[config.mk]
export PLATFORM = sky130hd
export DESIGN_NAME = pipe_stall_ctrl_flat
export DESIGN_NICKNAME = d
export VERILOG_FILES = /design/src/rtl/pipe_stall_ctrl_pkg.sv /design/src/rtl/pipe_stall_ctrl_if.sv /design/src/rtl/pipe_stall_ctrl_sat_counter.sv /design/src/rtl/pipe_stall_ctrl.sv /design/src/flat_wrapper.sv
export SDC_FILE = /design/constraint.sdc
export NUM_CORES = 1
export LEC_CHECK = 0
export BUFFER_PORTS_ARGS = -buffer_cell sky130_fd_sc_hd__buf_2
export CORE_ASPECT_RATIO = 0.7
export CORE_MARGIN = 2
export CORE_UTILIZATION = 59
export CTS_BUF_LIST = sky130_fd_sc_hd__clkbuf_4 sky130_fd_sc_hd__clkbuf_8 sky130_fd_sc_hd__clkbuf_16
export DETAILED_ROUTE_END_ITERATION = 7
export MAX_ROUTING_LAYER = met4
export PLACE_DENSITY = 0.85
export SYNTH_ARGS = -nofsm -noshare
export SYNTH_HDL_FRONTEND = slang
export SYNTH_SLANG_ARGS = --single-unit
export TNS_END_PERCENT = 5
[constraint.sdc]
create_clock -name clk -period 3.2 [get_ports clk]
set_clock_uncertainty 0.05 [all_clocks]
set_input_delay 0.32 -clock clk [delete_from_list [all_inputs] [get_ports clk]]
set_output_delay 0.32 -clock clk [all_outputs]
set_load 0.1 [all_outputs]
[src/rtl/pipe_stall_ctrl_pkg.sv]
// Shared types and default sizing for the pipeline stall controller.
package pipe_stall_ctrl_pkg;

   localparam int unsigned DEF_MAX_WAIT = 64;
   localparam int unsigned DEF_CNT_W    = 16;

   typedef enum logic [1:0] {
      ST_RUN      = 2'd0,
      ST_MEM_WAIT = 2'd1,
      ST_ERR      = 2'd2
   } state_e;

endpackage

[src/rtl/pipe_stall_ctrl_if.sv]
// Stall-source inputs, pipeline control outputs and performance counters.
interface pipe_stall_ctrl_if import pipe_stall_ctrl_pkg::*; #(
   parameter int unsigned CNT_W = DEF_CNT_W
) ();

   logic             hazard_detected;
   logic             branch_taken;
   logic             mem_req;
   logic             sram_ready;
   logic             perf_clr;

   logic             freeze_pc;
   logic             freeze_if_id;
   logic             freeze_id_exe;
   logic             freeze_exe_mem;
   logic             flush_if_id;
   logic             flush_id_exe;
   logic             bubble_id_exe;
   logic             bubble_mem_wb;
   logic             mem_timeout;

   logic [CNT_W-1:0] stall_cnt;
   logic [CNT_W-1:0] hazard_cnt;
   logic [CNT_W-1:0] flush_cnt;

   // Pipeline side: supplies stall sources, consumes control.
   modport master (
      output hazard_detected, branch_taken, mem_req, sram_ready, perf_clr,
      input  freeze_pc, freeze_if_id, freeze_id_exe, freeze_exe_mem,
      input  flush_if_id, flush_id_exe, bubble_id_exe, bubble_mem_wb,
      input  mem_timeout, stall_cnt, hazard_cnt, flush_cnt
   );

   // Controller side.
   modport slave (
      input  hazard_detected, branch_taken, mem_req, sram_ready, perf_clr,
      output freeze_pc, freeze_if_id, freeze_id_exe, freeze_exe_mem,
      output flush_if_id, flush_id_exe, bubble_id_exe, bubble_mem_wb,
      output mem_timeout, stall_cnt, hazard_cnt, flush_cnt
   );

endinterface

[src/rtl/pipe_stall_ctrl_sat_counter.sv]
// Saturating event counter with synchronous clear; clear beats increment.
module sat_counter #(
   parameter int unsigned CNT_W = 16
) (
   input  logic             clk,
   input  logic             rst,
   input  logic             clr,
   input  logic             inc,
   output logic [CNT_W-1:0] count
);

   // Count up by one per cycle, hold at all-ones.
   always_ff @(posedge clk) begin
      if (rst || clr) begin
         count <= '0;
      end else if (inc && (count != {CNT_W{1'b1}})) begin
         count <= count + CNT_W'(1);
      end
   end

endmodule

[src/rtl/pipe_stall_ctrl.sv]
// Central freeze/flush/bubble control with memory-wait watchdog and perf counters.
module pipe_stall_ctrl import pipe_stall_ctrl_pkg::*; #(
   parameter int unsigned MAX_WAIT = DEF_MAX_WAIT,
   parameter int unsigned CNT_W    = DEF_CNT_W
) (
   input  logic              clk,
   input  logic              rst,
   pipe_stall_ctrl_if.slave  bus
);

   localparam int unsigned WAIT_W    = $clog2(MAX_WAIT);
   localparam logic [WAIT_W-1:0] WAIT_LAST = WAIT_W'(MAX_WAIT - 1);

   state_e            state;
   logic [WAIT_W-1:0] wait_cnt;

   logic err;
   logic mem_stall;
   logic br_flush;
   logic haz_stall;
   logic freeze_front;
   logic freeze_back;

   // Stall sources in priority order: error, memory wait, branch flush, hazard.
   always_comb begin
      err          = 1'b0;
      mem_stall    = 1'b0;
      br_flush     = 1'b0;
      haz_stall    = 1'b0;
      freeze_front = 1'b0;
      freeze_back  = 1'b0;
      if (!rst) begin
         err          = (state == ST_ERR);
         mem_stall    = bus.mem_req && !bus.sram_ready && !err;
         br_flush     = bus.branch_taken && !mem_stall && !err;
         haz_stall    = bus.hazard_detected && !bus.branch_taken && !mem_stall && !err;
         freeze_front = mem_stall || haz_stall || err;
         freeze_back  = mem_stall || err;
      end
   end

   // Zero-latency control fan-out; a taken branch never freezes the PC.
   always_comb begin
      bus.freeze_pc      = freeze_front;
      bus.freeze_if_id   = freeze_front;
      bus.freeze_id_exe  = freeze_back;
      bus.freeze_exe_mem = freeze_back;
      bus.bubble_mem_wb  = freeze_back;
      bus.bubble_id_exe  = haz_stall;
      bus.flush_if_id    = br_flush;
      bus.flush_id_exe   = br_flush;
      bus.mem_timeout    = err;
   end

   // Memory-wait FSM; ERR is only left through reset.
   always_ff @(posedge clk) begin
      if (rst) begin
         state    <= ST_RUN;
         wait_cnt <= '0;
      end else begin
         case (state)
            ST_RUN: begin
               if (mem_stall) begin
                  state    <= ST_MEM_WAIT;
                  wait_cnt <= WAIT_W'(1);
               end
            end
            ST_MEM_WAIT: begin
               if (bus.sram_ready || !bus.mem_req) begin
                  state    <= ST_RUN;
                  wait_cnt <= '0;
               end else if (wait_cnt == WAIT_LAST) begin
                  state <= ST_ERR;
               end else begin
                  wait_cnt <= wait_cnt + WAIT_W'(1);
               end
            end
            ST_ERR: begin
               state <= ST_ERR;
            end
            default: begin
               state    <= ST_RUN;
               wait_cnt <= '0;
            end
         endcase
      end
   end

   sat_counter #(.CNT_W(CNT_W)) u_stall_cnt (
      .clk   (clk),
      .rst   (rst),
      .clr   (bus.perf_clr),
      .inc   (freeze_front),
      .count (bus.stall_cnt)
   );

   sat_counter #(.CNT_W(CNT_W)) u_hazard_cnt (
      .clk   (clk),
      .rst   (rst),
      .clr   (bus.perf_clr),
      .inc   (haz_stall),
      .count (bus.hazard_cnt)
   );

   sat_counter #(.CNT_W(CNT_W)) u_flush_cnt (
      .clk   (clk),
      .rst   (rst),
      .clr   (bus.perf_clr),
      .inc   (br_flush),
      .count (bus.flush_cnt)
   );

endmodule

[src/flat_wrapper.sv]
// flat-port wrapper written by rule: the top's interface ports become plain ports
module pipe_stall_ctrl_flat import pipe_stall_ctrl_pkg::*;
#(
   parameter int unsigned MAX_WAIT = DEF_MAX_WAIT,
   parameter int unsigned CNT_W    = DEF_CNT_W
)
  (clk, rst, bus_hazard_detected, bus_branch_taken, bus_mem_req, bus_sram_ready, bus_perf_clr, bus_freeze_pc, bus_freeze_if_id, bus_freeze_id_exe, bus_freeze_exe_mem, bus_flush_if_id, bus_flush_id_exe, bus_bubble_id_exe, bus_bubble_mem_wb, bus_mem_timeout, bus_stall_cnt, bus_hazard_cnt, bus_flush_cnt);
  pipe_stall_ctrl_if #(.CNT_W(CNT_W)) bus_i ();
  input  logic clk;
  input  logic rst;
  input wire logic [$bits(bus_i.hazard_detected)-1:0] bus_hazard_detected;
  input wire logic [$bits(bus_i.branch_taken)-1:0] bus_branch_taken;
  input wire logic [$bits(bus_i.mem_req)-1:0] bus_mem_req;
  input wire logic [$bits(bus_i.sram_ready)-1:0] bus_sram_ready;
  input wire logic [$bits(bus_i.perf_clr)-1:0] bus_perf_clr;
  output wire logic [$bits(bus_i.freeze_pc)-1:0] bus_freeze_pc;
  output wire logic [$bits(bus_i.freeze_if_id)-1:0] bus_freeze_if_id;
  output wire logic [$bits(bus_i.freeze_id_exe)-1:0] bus_freeze_id_exe;
  output wire logic [$bits(bus_i.freeze_exe_mem)-1:0] bus_freeze_exe_mem;
  output wire logic [$bits(bus_i.flush_if_id)-1:0] bus_flush_if_id;
  output wire logic [$bits(bus_i.flush_id_exe)-1:0] bus_flush_id_exe;
  output wire logic [$bits(bus_i.bubble_id_exe)-1:0] bus_bubble_id_exe;
  output wire logic [$bits(bus_i.bubble_mem_wb)-1:0] bus_bubble_mem_wb;
  output wire logic [$bits(bus_i.mem_timeout)-1:0] bus_mem_timeout;
  output wire logic [$bits(bus_i.stall_cnt)-1:0] bus_stall_cnt;
  output wire logic [$bits(bus_i.hazard_cnt)-1:0] bus_hazard_cnt;
  output wire logic [$bits(bus_i.flush_cnt)-1:0] bus_flush_cnt;
  assign bus_i.hazard_detected = bus_hazard_detected;
  assign bus_i.branch_taken = bus_branch_taken;
  assign bus_i.mem_req = bus_mem_req;
  assign bus_i.sram_ready = bus_sram_ready;
  assign bus_i.perf_clr = bus_perf_clr;
  assign bus_freeze_pc = bus_i.freeze_pc;
  assign bus_freeze_if_id = bus_i.freeze_if_id;
  assign bus_freeze_id_exe = bus_i.freeze_id_exe;
  assign bus_freeze_exe_mem = bus_i.freeze_exe_mem;
  assign bus_flush_if_id = bus_i.flush_if_id;
  assign bus_flush_id_exe = bus_i.flush_id_exe;
  assign bus_bubble_id_exe = bus_i.bubble_id_exe;
  assign bus_bubble_mem_wb = bus_i.bubble_mem_wb;
  assign bus_mem_timeout = bus_i.mem_timeout;
  assign bus_stall_cnt = bus_i.stall_cnt;
  assign bus_hazard_cnt = bus_i.hazard_cnt;
  assign bus_flush_cnt = bus_i.flush_cnt;
  pipe_stall_ctrl #(.MAX_WAIT(MAX_WAIT), .CNT_W(CNT_W)) u_core (.clk(clk), .rst(rst), .bus(bus_i));
endmodule
### Word level (Yosys, flattened, before mapping)

Index checks and enable logic that the tools add are counted.

| word-level totals | value |
|---|---|
| flip-flop bits (word level) | 56 |
| input port bits | 7 |
| word-level logic and storage cells | 56 |

| cells by class | value |
|---|---|
| $add $sub $neg | 4 |
| eq/ne operators | 9 |
| multiplexer cells | 14 |
| bitwise logic cells | 1 |
| reductions and logical operators | 23 |

Operator list:

| cell | count |
|---|---|
| adder 16 x 1 -> 16 bit, second input constant | 3 |
| != test 16 bit, second input constant | 3 |
| two-way mux 6 bit | 3 |
| case mux 6 bit (3 select lines) | 1 |
| logical AND 1 bit | 10 |
| adder 6 x 1 -> 6 bit, second input constant | 1 |
| == test 6 bit, second input constant | 1 |
| two-way mux 1 bit | 6 |
| two-way mux 2 bit | 3 |
| case mux 2 bit (3 select lines) | 1 |
| zero test 1 bit | 5 |
| logical OR 1 bit | 5 |
| != test 3 x 1 -> 1 bit, second input constant | 1 |
| != test 3 x 2 -> 1 bit, second input constant | 1 |
| AND reduction 3 bit | 1 |
| == test 2 x 1 -> 1 bit, second input constant | 1 |
| == test 2 bit, second input constant | 1 |
| zero test 2 bit | 1 |
| != test 2 x 1 -> 1 bit, second input constant | 1 |
| AND reduction 2 bit | 1 |
| inverter 1 bit | 1 |

### Depth between registers and ports, before layout

Gate-level depths: netlist (run 1).

| logic depth | value |
|---|---|
| word-level depth | 10 |
| depth in mapped cells | 8 |
| gate-level depth less buffers | 6 |

### Hierarchy

From an unflattened synthesis (run 1), not the netlist that was laid out.

| second synthesis, totals | value |
|---|---|
| cell total of the unflattened synthesis | 354 |
| area, all modules | 3104.2 um^2 |

By module, submodules not included:

| module | instances | cells each | area an instance (um^2) | sequential area each (um^2) |
|---|---|---|---|---|
| sat_counter | 3 | 95 | 847.1 | 320.3 |
| pipe_stall_ctrl | 1 | 69 | 563.0 | 160.2 |

### Worst setup path after synthesis (run 1)

OpenSTA, ideal clock, no wires.

| timing | value |
|---|---|
| path type | flip-flop to output port |
| start point | register u_core.state[0] |
| end point | output port bus_freeze_exe_mem |
| data arrival time | 2789 ps |
| data required time | 2830 ps |
| slack | 41 ps |
| stages on the path, launching flop included | 6 |
| cell sequence | dfxtp_1 buf_6 nand2b_4 buf_12 a21oi_1 buf_4 |

| between the ends | value |
|---|---|
| cells in the longest elaborated chain, start to end | 5 |

Ends and longest elaborated chain:

| what | line | text |
|---|---|---|
| start, declared | pipe_stall_ctrl.sv:14 | `state_e state;` |
| start signal, assigned | pipe_stall_ctrl.sv:58 | `state <= ST_RUN;` |
| start signal, assigned | pipe_stall_ctrl.sv:64 | `state <= ST_MEM_WAIT;` |
| start signal, assigned | pipe_stall_ctrl.sv:70 | `state <= ST_RUN;` |
| == test 2 bit (*) | pipe_stall_ctrl.sv:33 | `err = (state == ST_ERR);` |
| zero test 1 bit | pipe_stall_ctrl.sv:34 | `mem_stall = bus.mem_req && !bus.sram_ready && !err;` |
| logical AND 1 bit | pipe_stall_ctrl.sv:34 |  |
| logical OR 1 bit (*) | pipe_stall_ctrl.sv:38 | `freeze_back = mem_stall \|\| err;` |
| two-way mux 1 bit (*) | pipe_stall_ctrl.sv:32 | `if (!rst) begin` |
| end, declared | flat_wrapper.sv:19 | `output wire logic [$bits(bus_i.freeze_exe_mem)-1:0] bus_freeze_exe_mem;` |

Every way passes the cells marked *; elsewhere a longest branch is shown, timed or not.

### Final worst setup path (run 1)

| timing | value |
|---|---|
| start point | register u_core.state[0] |
| end point | output port bus_flush_id_exe |

| between the ends | value |
|---|---|
| cells in the longest elaborated chain, start to end | 7 |

Ends and longest elaborated chain:

| what | line | text |
|---|---|---|
| == test 2 bit (*) | pipe_stall_ctrl.sv:33 |  |
| zero test 1 bit (*) | pipe_stall_ctrl.sv:34, pipe_stall_ctrl.sv:35 |  |
| logical AND 1 bit | pipe_stall_ctrl.sv:34 |  |
| zero test 1 bit | pipe_stall_ctrl.sv:35 | `br_flush = bus.branch_taken && !mem_stall && !err;` |
| logical AND 1 bit | pipe_stall_ctrl.sv:35 |  |
| logical AND 1 bit (*) | pipe_stall_ctrl.sv:35 |  |
| two-way mux 1 bit (*) | pipe_stall_ctrl.sv:32 |  |
| end, declared | flat_wrapper.sv:21 | `output wire logic [$bits(bus_i.flush_id_exe)-1:0] bus_flush_id_exe;` |

Marked as above.

==> results of run 1 <==
## layout make-up
cell class                 instances  area, um2
multi-input combinational        269       1851
fill                             458       1680
sequential                        56       1121
timing repair buffer              64      322.8
tap                               72      90.09
clock buffer                       5      68.82
clock inverter                     3      22.52
inverter                           5      18.77
## routing by layer
layer / vias up / GRT usage [%] / part of all wire (%)
li1: 1350 / - / -
met1: 1289 / 32.08 / 48
met2: 79 / 39.81 / 46
met3: 8 / 5.465 / 5.5
met4: 0 / 5.871 / 0.98
met5: - / - / 0
## power by group
| group | total [mW] | internal, mW | switching [mW] |
|---|---|---|---|
| logic | 0.105 | 0.0220 | 0.0835 |
| registers | 0.704 | 0.700 | 0.00487 |
| clock network | 0.400 | 0.157 | 0.243 |
## critical path, delay by kind of cell, from the launching register on
family	cells	cell delay, ps
buf+inv	2	550
flops	1	490
simple gates	2	500
## stage by stage
stage / setup WS, ps / util, %
after global routing: 824.2 / 67.53
final: 965.4 / 67.53
after CTS: 965.4 / 67.53
after detailed placement: 1225 / 65.76
after floorplan: 41.19 / -
after global placement: 1237 / 65.76
## registers in the layout, indices dropped and copies added, names as in the netlist
| signal | count |
|---|---|
| u_core.u_flush_cnt.count | 16 |
| u_core.u_hazard_cnt.count | 16 |
| u_core.u_stall_cnt.count | 16 |
| u_core.wait_cnt | 6 |
| u_core.state | 2 |
## final timing paths
| kind | endpoint | slack [ps] | depth (start not counted) |
|---|---|---|---|
| worst max-delay path | bus_flush_id_exe | 970 | 4 |
| worst min-delay path | u_core.u_hazard_cnt.count[13] | 280 | 3 |
| worst min register to register | u_core.u_hazard_cnt.count[15] | 470 | 2 |
| worst max register to register | u_core.u_flush_cnt.count[12] | 1300 | 6 |
## layout by cell type, fill, tap and decap left out, types with 5 or more instances in the layout
master,netlist,layout
a21oi_1,13,13
and2_1,5,5
and4_1,5,5
mux2i_1,5,5
nand3_1,17,17
nor3_1,12,12
nand4_1,13,13
nor2_1,52,52
inv_1,5,5
dfxtp_1,56,56
nand2_1,25,25
xnor2_1,30,30
and3_1,8,8
buf_2,2,63
clkbuf_8,2,5
xor2_1,10,10
## cells by family after synthesis
| logic type | share of synthesized area, % |
|---|---|
| flip-flops | 35.81 |
| adder cells (fa/ha/maj) | 1.599 |
| XOR/XNOR | 11.19 |
| buffers and inverters | 5.076 |
| AO/OA/AOI/OAI | 9.153 |
| multiplexers | 1.958 |
| AND/OR/NAND/NOR | 35.21 |
==> impl_metrics.py, run 1 <==
metrics = {
    "worst_setup_path": {
        "crit_arrival_ps": 1860,
        "worstPathMaxFanout": 12,
        "startpoint_type": "flip-flop",
        "worstPathRequired_ps": 2830,
        "critPathLaunch": "u_core.state[0]",
        "cp_slowest_cell": "dfxtp_1",
        "timing.rr.start": "u_core.u_flush_cnt.count[0]",
        "crit_type": "flip-flop to primary output",
        "endpoint_kind": "primary output",
        "path_cells": "nand2b_4 > nand3_1 > inv_1 > buf_2",
        "max_stage_delay_ps": 490,
    },
    "die": {
        "core_region_area_um2": 5175,
        "die_area_um2": 5914,
        "initial_utilization_pct": 60.49,
        "fp.dieW_um": 91.06,
        "io_pins": 64,
        "num_rows": 22,
        "die_h_um": 64.95,
    },
    "placement": {
        "portBuffers": 63,
        "gp_congestion": 0.8801,
        "place_area_um2": 3403,
        "placedCellCount": 466,
        "hpwl_mm": 4.843,
    },
    "grt": {
        "grt_max_degree": 48,
        "grt.overflow.total": 0,
        "grt_pass1_wl_mm": 11.63,
        "grt_pass1_vias": 2561,
        "grt_use_total_pct": 24.70,
        "antenna_found_initial": 0,
    },
    "synthesis": {
        "ys_ff_latch": 56,
        "synth_edf_count": 0,
        "yosys.area.top_type": "dfxtp_1",
        "yosys-top-cells-count": "dfxtp_1, nor2_1, xnor2_1",
        "synth.area.top_cells": "dfxtp_1, xnor2_1, nor2_1, nand2_1, xor2_1",
        "syn_area_per_cell_um2": 9.022,
        "syn-num-nets": 358,
        "synth_seq_area_share_pct": 35.81,
        "async_flop_share_pct": 0,
        "netlist.area_leader.share_pct": 35.81,
        "yosysWarnings": 0,
        "yosysMostFrequentCell": "dfxtp_1",
        "syn_inst": 347,
        "netlist_area_um2": 3131,
        "ys_types": 64,
        "ys.flop_type": "dfxtp_1",
    },
    "cts": {
        "post_cts_resize_count": 0,
        "cts_made_buffers": 5,
        "ctsHoldBuffers": 0,
        "cts.reportedPaths.clkPinSlew_ps": 110,
        "htreeDepth": 2,
        "cts_setup_buffers": 0,
        "clockRootBuffer": "clkbuf_8",
        "clk_latency_ps": 320,
        "cts.sinks": 56,
        "cts_buffer_depth": 2,
        "cts_tree": "built",
    },
    "cells_and_area": {
        "fin_area_um2": 3495,
        "drive_gt1_share_pct": 25.37,
        "final_cells": 474,
        "syn_to_final_growth_pct": 11.63,
        "diodes": 0,
        "fin_nets": 412,
    },
    "route": {
        "drtIter0Drc": 135,
        "routedWlPerCell_um": 14.38,
        "drcViolationCount": 0,
        "drt_first_pass_iters": 4,
        "drtAntennaViolNets": 0,
        "vias": 2726,
        "routed_via_density": 5.751,
        "drt_wl_total_mm": 6.818,
    },
    "hold_path": {
        "hp-start": "bus_perf_clr",
        "hold_path.class": "primary input to flip-flop",
    },
    "timing": {
        "timing.fmax_mhz": 447.5,
        "hold_viol": 0,
        "slew_violations": 0,
        "relSlewSlack_pct": 42.30,
        "hold_ws_ps": 285.0,
        "fin_crit_ps": 2235,
        "rsz0062_at_grt": "false",
        "setup_tns_ps": 0,
        "worst_slew_pin_slew_ps": 865.6,
        "setup_viol": 0,
        "timing.final.crit_share_pct": 69.83,
    },
    "power_and_ir_drop": {
        "p_total_mw": 1.210,
        "ir_drop_v": 0.0001995,
        "power_leakage_nw": 1.334,
        "power_density_nw_per_um2": 346.3,
    },
    "status": {
        "status": "complete, no violations",
    },
    "flow_run": {
        "maxCapViolCount": 0,
    },
}
No activity file was read; power rests on OpenSTA's default activity.
==> run 2: changes to the inputs <==
--- a/config.mk
+++ b/config.mk
@@ -8,11 +8,11 @@
 export BUFFER_PORTS_ARGS = -buffer_cell sky130_fd_sc_hd__buf_2
 export CORE_ASPECT_RATIO = 0.7
 export CORE_MARGIN = 2
-export CORE_UTILIZATION = 59
+export CORE_UTILIZATION = 50
 export CTS_BUF_LIST = sky130_fd_sc_hd__clkbuf_4 sky130_fd_sc_hd__clkbuf_8 sky130_fd_sc_hd__clkbuf_16
 export DETAILED_ROUTE_END_ITERATION = 7
 export MAX_ROUTING_LAYER = met4
-export PLACE_DENSITY = 0.85
+export PLACE_DENSITY = 0.77
 export SYNTH_ARGS = -nofsm -noshare
 export SYNTH_HDL_FRONTEND = slang
 export SYNTH_SLANG_ARGS = --single-unit
==> constraint.sdc (replaced) <==
create_clock -name clk -period 2 [get_ports clk]
set_clock_uncertainty 0.05 [all_clocks]
set_input_delay 0.2 -clock clk [delete_from_list [all_inputs] [get_ports clk]]
set_output_delay 0.2 -clock clk [all_outputs]
set_load 0.1 [all_outputs]
==> run 2 against run 1 <==
  * Final area is 5.2% higher
  * Via count is 0.55% lower
  * Global-route usage is 3.3 points lower
  * Utilization is 7.5 points lower
  * Worst setup slack worse by 830 ps
  * Sequential share of layout area is 1.1 points lower
  * Worst hold slack worse by 170 ps
  * Routed wire length is 3.5% higher
  * Clock power is 71% higher
==> impl_metrics.py, run 2 (same netlist as run 1, synthesis figures left out) <==
metrics = {
    "hold_path": {
        "min_to": "u_core.u_hazard_cnt.count[13]",
        "whs_path_depth": 3,
        "hold_path.class": "primary input to flip-flop",
        "hp-start": "bus_perf_clr",
    },
    "worst_setup_path": {
        "reg2reg_to": "u_core.u_flush_cnt.count[12]",
        "timing.rr.start": "u_core.u_flush_cnt.count[0]",
        "r2r_setup_slack_ps": 160,
        "max_stage_delay_ps": 430,
        "startpoint_type": "flip-flop",
        "path_cells": "nand2b_4 > nand3_1 > inv_1 > buf_12",
        "r2r_cells": 6,
        "worstPathRequired_ps": 1750,
        "cp_slowest_cell": "dfxtp_2",
        "crit_arrival_ps": 1610,
        "crit_type": "flip-flop to primary output",
        "worstPathMaxFanout": 9,
        "endpoint_kind": "primary output",
    },
    "die": {
        "fp.dieW_um": 98.58,
        "io_pins": 64,
        "core_region_area_um2": 6126,
        "die_h_um": 70.20,
        "num_rows": 24,
        "initial_utilization_pct": 51.10,
        "die_area_um2": 6920,
    },
    "route": {
        "vias": 2711,
        "routed_via_density": 5.567,
        "drcViolationCount": 0,
        "routedWlPerCell_um": 14.50,
        "drt_wl_total_mm": 7.060,
        "routed.top_layer": "met4",
        "met3_wirelength_um": 328,
        "drtIter0Drc": 105,
        "drtAntennaViolNets": 0,
        "drt_first_pass_iters": 4,
        "wl_met2_mm": 3.154,
        "wl_met1_mm": 3.420,
    },
    "timing": {
        "rsz0062_at_grt": "false",
        "relSlewSlack_pct": 66.42,
        "setup_viol": 0,
        "hold_ws_ps": 111.5,
        "setup_slack_ps": 135.1,
        "worst_slew_pin_slew_ps": 507.1,
        "slew_violations": 0,
        "fin_crit_ps": 1865,
        "timing.final.crit_share_pct": 93.25,
        "hold_viol": 0,
        "timing.fmax_mhz": 536.2,
    },
    "cells_and_area": {
        "biggestRegsByFlops": "u_core.u_flush_cnt.count x16, u_core.u_hazard_cnt.count x16, u_core.u_stall_cnt.count x16",
        "fin_nets": 419,
        "drive_gt1_share_pct": 30.32,
        "syn_to_final_growth_pct": 17.47,
        "final_common_cell": "buf_2",
        "diodes": 0,
        "most-common-layout-cells": "buf_2, nor2_1, dfxtp_1, xnor2_1, nand2_1",
    },
    "grt": {
        "grt_pass1_wl_mm": 11.90,
        "grt_max_degree": 47,
        "grt_use_total_pct": 21.45,
        "grt.overflow.total": 0,
        "grt_pass1_vias": 2547,
        "antenna_found_initial": 0,
    },
    "cts": {
        "clk_latency_ps": 320,
        "cts.reportedPaths.clkPinSlew_ps": 100,
        "cts_tree": "built",
        "clockRootBuffer": "clkbuf_8",
        "htreeDepth": 2,
        "cts_buffer_depth": 2,
        "cts.sinks": 56,
        "cts_made_buffers": 5,
    },
    "power_and_ir_drop": {
        "power_leakage_nw": 1.397,
        "power_density_nw_per_um2": 547.0,
        "ir_drop_v": 0.0002821,
    },
    "placement": {
        "place_ws_ps": 160.9,
        "gp_congestion": 0.8900,
        "portBuffers": 63,
        "hpwl_mm": 5.147,
    },
    "status": {
        "status": "complete, no violations",
    },
    "flow_run": {
        "maxCapViolCount": 0,
    },
}
run 2: changes by cell type in the layout (fill, tap and decap cells not counted), moves of 5 or more:
cell / previous run / this run
dfxtp_1: 56 / 42
buf_12: 0 / 6
dfxtp_2: 0 / 14
buf_4: 1 / 7
buf_2: 63 / 58
run 2: per-layer routing:
metal  track usage [%]  vias to the layer above
li1                  -                     1360
met5                 -                        -
met3             4.304                       16
met2             32.28                       77
met4             7.915                        0
met1             28.77                     1258
run 2: layout make-up:
cell class | count | area [um2]
fill | 548 | 2449
multi-input combinational | 269 | 1862
sequential | 56 | 1139
timing repair buffer | 71 | 462.9
tap | 78 | 97.59
clock buffer | 7 | 90.09
inverter | 5 | 18.77
clock inverter | 1 | 7.507
run 2: what timing repair did:
item,in CTS,in global routing
endpoints found under the setup margin,2,4
hold buffers,0,0
setup buffers,3,0
endpoints found under the hold margin,0,0
resized for setup,0,1
run 2: how the worst max path moves through the flow:
stage / startpoint / to / slack, ps / cells past startpoint
floorplan: u_core.u_hazard_cnt.count[10] / u_core.u_hazard_cnt.count[15] / -300 / 4
global placement: u_core.u_flush_cnt.count[0] / u_core.u_flush_cnt.count[12] / 270 / 6
detailed placement: u_core.state[0] / u_core.u_flush_cnt.count[12] / 160 / 5
CTS: u_core.state[0] / bus_flush_if_id / 30 / 4
global route: u_core.u_flush_cnt.count[0] / u_core.u_flush_cnt.count[12] / 30 / 6
finish: u_core.state[0] / bus_flush_if_id / 140 / 4
run 2: through the flow:
step	util [%]	cell area, um2	instances	power, mW	setup TNS [ps]
after detailed placement	58.05	3556	476	1.354	0
final	60.03	3677	487	2.012	0
after global routing	60.03	3677	487	2.079	0
after CTS	60.01	3676	487	2.022	0
after global placement	58.05	3556	476	1.351	0
after floorplan	-	3158	347	1.306	-9626
run 2: where the power goes:
group / internal (mW) / switching [mW]
Clock: 0.296 / 0.387
Combinational: 0.0595 / 0.142
Sequential: 1.12 / 0.00706
run 2: critical path, delay by kind of cell (launching register included):
family,cells,cell delay (ps)
buffers and inverters,2,450
DFF,1,430
and+or+nand+nor,2,420
